[config.mk]
export PLATFORM = sky130hd
export DESIGN_NAME = opl_sdm_dac
export DESIGN_NICKNAME = d
export VERILOG_FILES = /design/src/rtl/opl_sdm_dac.sv
export SDC_FILE = /design/constraint.sdc
export NUM_CORES = 1
export LEC_CHECK = 0
export ABC_AREA = 1
export BUFFER_PORTS_ARGS = -buffer_cell sky130_fd_sc_hd__buf_2
export CAP_MARGIN = 20
export CORE_ASPECT_RATIO = 1.5
export CORE_MARGIN = 4
export CORE_UTILIZATION = 55
export CTS_BUF_LIST = sky130_fd_sc_hd__clkbuf_8
export DETAILED_ROUTE_END_ITERATION = 10
export PLACE_DENSITY_LB_ADDON = 0.2
export SYNTH_ARGS = -nofsm -noshare
export SYNTH_HDL_FRONTEND = slang
export SYNTH_SLANG_ARGS = --single-unit
export TNS_END_PERCENT = 50
[constraint.sdc]
create_clock -name clk -period 5.75 [get_ports clk]
set_clock_uncertainty 0.05 [all_clocks]
set_input_delay 0.575 -clock clk [delete_from_list [all_inputs] [get_ports clk]]
set_output_delay 0.575 -clock clk [all_outputs]
set_load 0.02 [all_outputs]
[src/rtl/opl_sdm_dac.sv]
// opl_sdm_dac: OPL2 output stage. A saturating x2 gain with mute feeds a
// linear interpolator that ramps between successive samples; the result drives
// a second-order sigma-delta modulator whose bit is replicated onto 7 pads.
module opl_sdm_dac #(
  parameter int unsigned INTERP_SHIFT = 4,
  parameter int unsigned INT_W        = 24
) (
  input  logic        clk,
  input  logic        reset_l,
  input  logic [15:0] snd_in,
  input  logic        snd_valid,
  input  logic        mute,
  output logic [15:0] level,
  output logic        busy,
  output logic        dac_out,
  output logic [6:0]  dac_pins
);

  typedef enum logic {S_IDLE, S_RAMP} state_t;

  localparam int unsigned       MW       = INT_W + 2;
  localparam logic [8:0]        CNT_INIT = 9'((1 << INTERP_SHIFT) - 1);
  localparam logic signed [17:0] LVL_MAX = 18'sd32767;
  localparam logic signed [17:0] LVL_MIN = -18'sd32768;
  localparam logic signed [MW-1:0] LIM_P = MW'(2 ** (INT_W - 2));
  localparam logic signed [MW-1:0] LIM_N = -LIM_P;
  localparam logic signed [MW-1:0] FB_P  = MW'(32767);
  localparam logic signed [MW-1:0] FB_N  = -MW'(32768);

  state_t                    r_state, w_state_nxt;
  logic signed [15:0]        r_level, w_level_nxt;
  logic signed [15:0]        r_target, w_target_nxt;
  logic signed [16:0]        r_step, w_step_nxt;
  logic [8:0]                r_cnt, w_cnt_nxt;
  logic signed [INT_W-1:0]   r_i1, r_i2, w_i1_nxt, w_i2_nxt;
  logic                      r_dac;

  logic signed [16:0]        w_g17;
  logic signed [15:0]        w_gain;
  logic signed [16:0]        w_diff;
  logic signed [17:0]        w_sum;
  logic signed [15:0]        w_sum_sat;
  logic signed [MW-1:0]      w_lvl_x, w_i1_x, w_i2_x, w_fb, w_s1, w_s2;

  // Gain: x2 in 17 bits, clamp to 16-bit range, force zero when muted.
  always_comb begin
    w_g17 = {snd_in, 1'b0};
    if (w_g17[16] != w_g17[15])
      w_gain = w_g17[16] ? 16'sh8000 : 16'sh7FFF;
    else
      w_gain = w_g17[15:0];
    if (mute)
      w_gain = '0;
    w_diff = {w_gain[15], w_gain} - {r_level[15], r_level};
    w_sum  = {{2{r_level[15]}}, r_level} + {r_step[16], r_step};
    if (w_sum > LVL_MAX)
      w_sum_sat = 16'sh7FFF;
    else if (w_sum < LVL_MIN)
      w_sum_sat = 16'sh8000;
    else
      w_sum_sat = w_sum[15:0];
  end

  // Interpolator next-state: a strobe always restarts the ramp from the current level.
  always_comb begin
    w_state_nxt  = r_state;
    w_level_nxt  = r_level;
    w_target_nxt = r_target;
    w_step_nxt   = r_step;
    w_cnt_nxt    = r_cnt;
    if (snd_valid) begin
      w_target_nxt = w_gain;
      w_step_nxt   = w_diff >>> INTERP_SHIFT;
      w_cnt_nxt    = CNT_INIT;
      w_state_nxt  = S_RAMP;
    end else if (r_state == S_RAMP) begin
      if (r_cnt != '0) begin
        w_level_nxt = w_sum_sat;
        w_cnt_nxt   = r_cnt - 9'd1;
      end else begin
        // last cycle lands exactly on target, discarding accumulated step truncation
        w_level_nxt = r_target;
        w_state_nxt = S_IDLE;
      end
    end
  end

  // Interpolator registers.
  always_ff @(posedge clk or negedge reset_l) begin
    if (!reset_l) begin
      r_state  <= S_IDLE;
      r_level  <= '0;
      r_target <= '0;
      r_step   <= '0;
      r_cnt    <= '0;
    end else begin
      r_state  <= w_state_nxt;
      r_level  <= w_level_nxt;
      r_target <= w_target_nxt;
      r_step   <= w_step_nxt;
      r_cnt    <= w_cnt_nxt;
    end
  end

  // Modulator sums in a widened domain, then clamped to +/-2^(INT_W-2).
  always_comb begin
    w_lvl_x = {{(MW-16){r_level[15]}}, r_level};
    w_i1_x  = {{2{r_i1[INT_W-1]}}, r_i1};
    w_i2_x  = {{2{r_i2[INT_W-1]}}, r_i2};
    w_fb    = r_dac ? FB_P : FB_N;
    w_s1    = w_i1_x + w_lvl_x - w_fb;
    w_s2    = w_i2_x + w_i1_x - w_fb;
    if (w_s1 > LIM_P)      w_i1_nxt = LIM_P[INT_W-1:0];
    else if (w_s1 < LIM_N) w_i1_nxt = LIM_N[INT_W-1:0];
    else                   w_i1_nxt = w_s1[INT_W-1:0];
    if (w_s2 > LIM_P)      w_i2_nxt = LIM_P[INT_W-1:0];
    else if (w_s2 < LIM_N) w_i2_nxt = LIM_N[INT_W-1:0];
    else                   w_i2_nxt = w_s2[INT_W-1:0];
  end

  // Modulator registers; the output bit comes from the unsaturated second sum.
  always_ff @(posedge clk or negedge reset_l) begin
    if (!reset_l) begin
      r_i1  <= '0;
      r_i2  <= '0;
      r_dac <= 1'b0;
    end else begin
      r_i1  <= w_i1_nxt;
      r_i2  <= w_i2_nxt;
      r_dac <= ~w_s2[MW-1];
    end
  end

  assign level    = r_level;
  assign busy     = (r_state == S_RAMP);
  assign dac_out  = r_dac;
  assign dac_pins = {7{r_dac}};

endmodule

==> run_results.csv <==
group,metric,value,unit
timing,timing.final.crit_share,73.9,%
grt,first_global_vias,10100,
grt,use_met3,3.09,%
clock_network,root_buffer,"clkbuf_8",
floorplanning,rows,62,
finish,diodes,0,
hold_path,hold_class,"input pin to asynchronous set/reset pin",
floorplanning,dieHeight,179,µm
flow_run,cap_violations,0,
timing,min_period,4250,ps
place,io_buffers,44,
drt,drt_first_pass_iters,5,
setup_path,crit_arrival,4510,ps
setup_path,cp.required,6010,ps
finish,area_growth_syn_to_layout,5.11,%
setup_path,worst_r2r_path_depth,21,
setup_path,endpoint_kind,"flop",
clock_network,cts_setup_buffers,0,
clock_network,cts.sinks,104,
setup_path,path_max_fanout,31,
drt,drt_iter0_drc,574,
drt,via_per_inst,5.25,
timing,tightestPinTransition,942,ps
drt,postRouteAntennaNets,0,
drt,drc_errors,0,
floorplanning,core-area,0.0192,mm²
logic_synthesis,synth_edf_count,0,
setup_path,r2r-start,"dac_out",
floorplanning,start_util,55.9,%
clock_network,htreeDepth,3,
drt,finalWirelength,27400,µm
logic_synthesis,ys_dominant_reg_cell,"dfrtp_1",
logic_synthesis,syn_area,0.0107,mm²
floorplanning,dieWidth,122,µm
timing,rsz0062_at_grt,"no",
timing,setup_viol,0,
logic_synthesis,syn_inst,1597,
grt,grt_pass1_wl,46500,µm
timing,slew_viol_final,0,
setup_path,slowest_stage,"dfrtp_4",
setup_path,ff2ff_setup_slack,1500,ps
logic_synthesis,yosys_warnings,0,
grt,gr-total-overflow,0,
clock_network,cts_buffers,9,
grt,grtUsageMet2,50.3,%
timing,hold_viol_final,0,
drt,wl_per_cell,14.5,µm
clock_network,cts_buffer_depth,2,
grt,grt_antenna_before_repair,0,
clock_network,path_clk_slew,100,ps
setup_path,crit_family,"simple AND/OR/NAND/NOR gates",
clock_network,cts_tree,"built",
setup_path,critical-path-max-stage-delay,800,ps
logic_synthesis,ys_ff_latch,104,
logic_synthesis,avgSynthCellArea,6.70,µm²
finish,layout-drive-gt1-share,6.76,%
setup_path,cpMostUsedCell,"nand2_1",
grt,busiest_layer,"met2",
logic_synthesis,seq_area_frac_synth,24.3,%
place,hpwl,22800,µm
timing,whs,128,ps
timing,fin_tns_setup,0,ps
grt,grt_use_met1,27.6,%
finish,final_cell_mix,"nand2_1 (500), inv_1 (321), a21oi_1 (122), dfrtp_1 (103), nor2_1 (95)",
floorplanning,io_pins,45,
setup_path,r2r_end,"r_i2[5]",
setup_path,path_cells,"buf_12 -> ha_1 -> inv_1 -> ha_1 -> inv_1 -> fa_1 -> inv_1 -> nand3_1 -> nand2_2 -> nand2_1 -> nand2_1 -> nand2_1 -> nand2_1 -> nand2_1 -> nor3_1 -> nand2_1 -> nor2_1 -> nand3_1 -> nand2_1 -> nand2_2 -> a21oi_1",
timing,fin_ws,1500,ps
place,dp_slack,1490,ps
logic_synthesis,syn_nets,1751,
setup_path,crit_type,"flop to flop",
finish,nNetsFinal,1777,
status,outcome,"complete, no violations",
timing,max_clock_freq,0.235,GHz
floorplanning,dieArea,0.0218,mm²
setup_path,cp-start-kind,"flop",
finish,final_common_cell,"nand2_1",
grt,grt_max_degree,58,
clock_network,clkLatencyLatePin,400,ps
drt,vias,9882,
logic_synthesis,synth_top_area_cell,"dfrtp_1",
grt,track_usage,26.5,%
logic_synthesis,synth_area_leaders,"dfrtp_1 (24%), nand2_1 (18%), inv_1 (11%)",
clock_network,hold_buffers,0,
logic_synthesis,yosysUniqueCellTypes,49,
place,place_congestion,0.995,
clock_network,ctsResizeCount,0,
logic_synthesis,netlist.area_leader.share,24.3,%
setup_path,crit_buf_inv,4,
setup_path,cp_num_cells,21,
logic_synthesis,synthArstFlopShare,100,%
timing,slew_headroom,36.9,%
state kept, by name (all words and copies together) (netlist names):
name	count
r_i1	24
busy	1
dac_out	1
r_target	16
r_i2	24
level	16
r_step	13
r_cnt	9
worst reg2reg max path, cell delays in order (launching register included):
cell and delay (ps):
dfrtp_4 800, buf_12 310, ha_1 270, inv_1 50
ha_1 220, inv_1 70, fa_1 400, inv_1 130
nand3_1 120, nand2_2 160, nand2_1 90, nand2_1 120
nand2_1 60, nand2_1 80, nand2_1 50, nor3_1 250
nand2_1 140, nor2_1 100, nand3_1 70, nand2_1 80
nand2_2 270, a21oi_1 250
cell usage after synthesis, types with 2 or more instances:
| master | count |
|---|---|
| nand2_1 | 500 |
| fa_1 | 49 |
| o21ai_2 | 2 |
| nor2_2 | 3 |
| and2_1 | 2 |
| a31oi_1 | 4 |
| a21boi_0 | 2 |
| nand2_2 | 16 |
| a21oi_1 | 122 |
| xor2_2 | 3 |
| or2_1 | 2 |
| o31ai_1 | 2 |
| nor2_1 | 95 |
| or2_2 | 3 |
| o21bai_1 | 3 |
| nand4_1 | 18 |
| o21ai_0 | 66 |
| nand3b_1 | 10 |
| clkbuf_1 | 11 |
| a211oi_1 | 2 |
| inv_1 | 321 |
| ha_1 | 85 |
| buf_2 | 5 |
| nand3_2 | 3 |
| nor3_1 | 18 |
| a21oi_2 | 9 |
| a21o_1 | 6 |
| xnor2_1 | 12 |
| inv_2 | 3 |
| dfrtp_1 | 104 |
| buf_4 | 10 |
| buf_6 | 4 |
| nand3_1 | 71 |
| xor2_1 | 16 |
kinds of logic after synthesis:
group	Yosys count	synth area share, %
buf+inv	358	13.3
fa+ha+maj	134	19.1
simple gates	745	28.9
compound gates	225	11.6
xor+xnor	31	2.75
flops	104	24.3
worst max path at each step:
stage | start | end
CTS | dac_out | r_i2[21]
detailed placement | dac_out | r_i2[5]
finish | dac_out | r_i2[5]
global placement | dac_out | r_i2[2]
global route | dac_out | r_i2[7]
floorplan | dac_out | r_i1[12]
area by class of cell:
class	instances	area [µm²]
inverter	325	1220
tap	256	320
multi-input combinational	1135	6670
clock buffer	9	124
fill	1921	7910
sequential	104	2610
timing repair buffer	48	265
clock inverter	6	42.5
routing by layer:
metal / part of all wire [%] / vias to the layer above
li1: - / 4993
met1: 38 / 4589
met2: 54 / 210
met3: 2.5 / 90
met4: 5.9 / 0
met5: 0 / -
through the flow:
stage / instance area [µm²] / std cells / util (%)
floorplan: 10700 / 1597 / -
global placement: 11100 / 1868 / 57.8
detailed placement: 11100 / 1868 / 57.8
CTS: 11300 / 1883 / 58.7
global route: 11300 / 1883 / 58.7
finish: 11300 / 1883 / 58.7
Power is left out: the tool's default activity adds up to more than one toggle a clock period on the data nets, which glitch-free logic cannot reach.
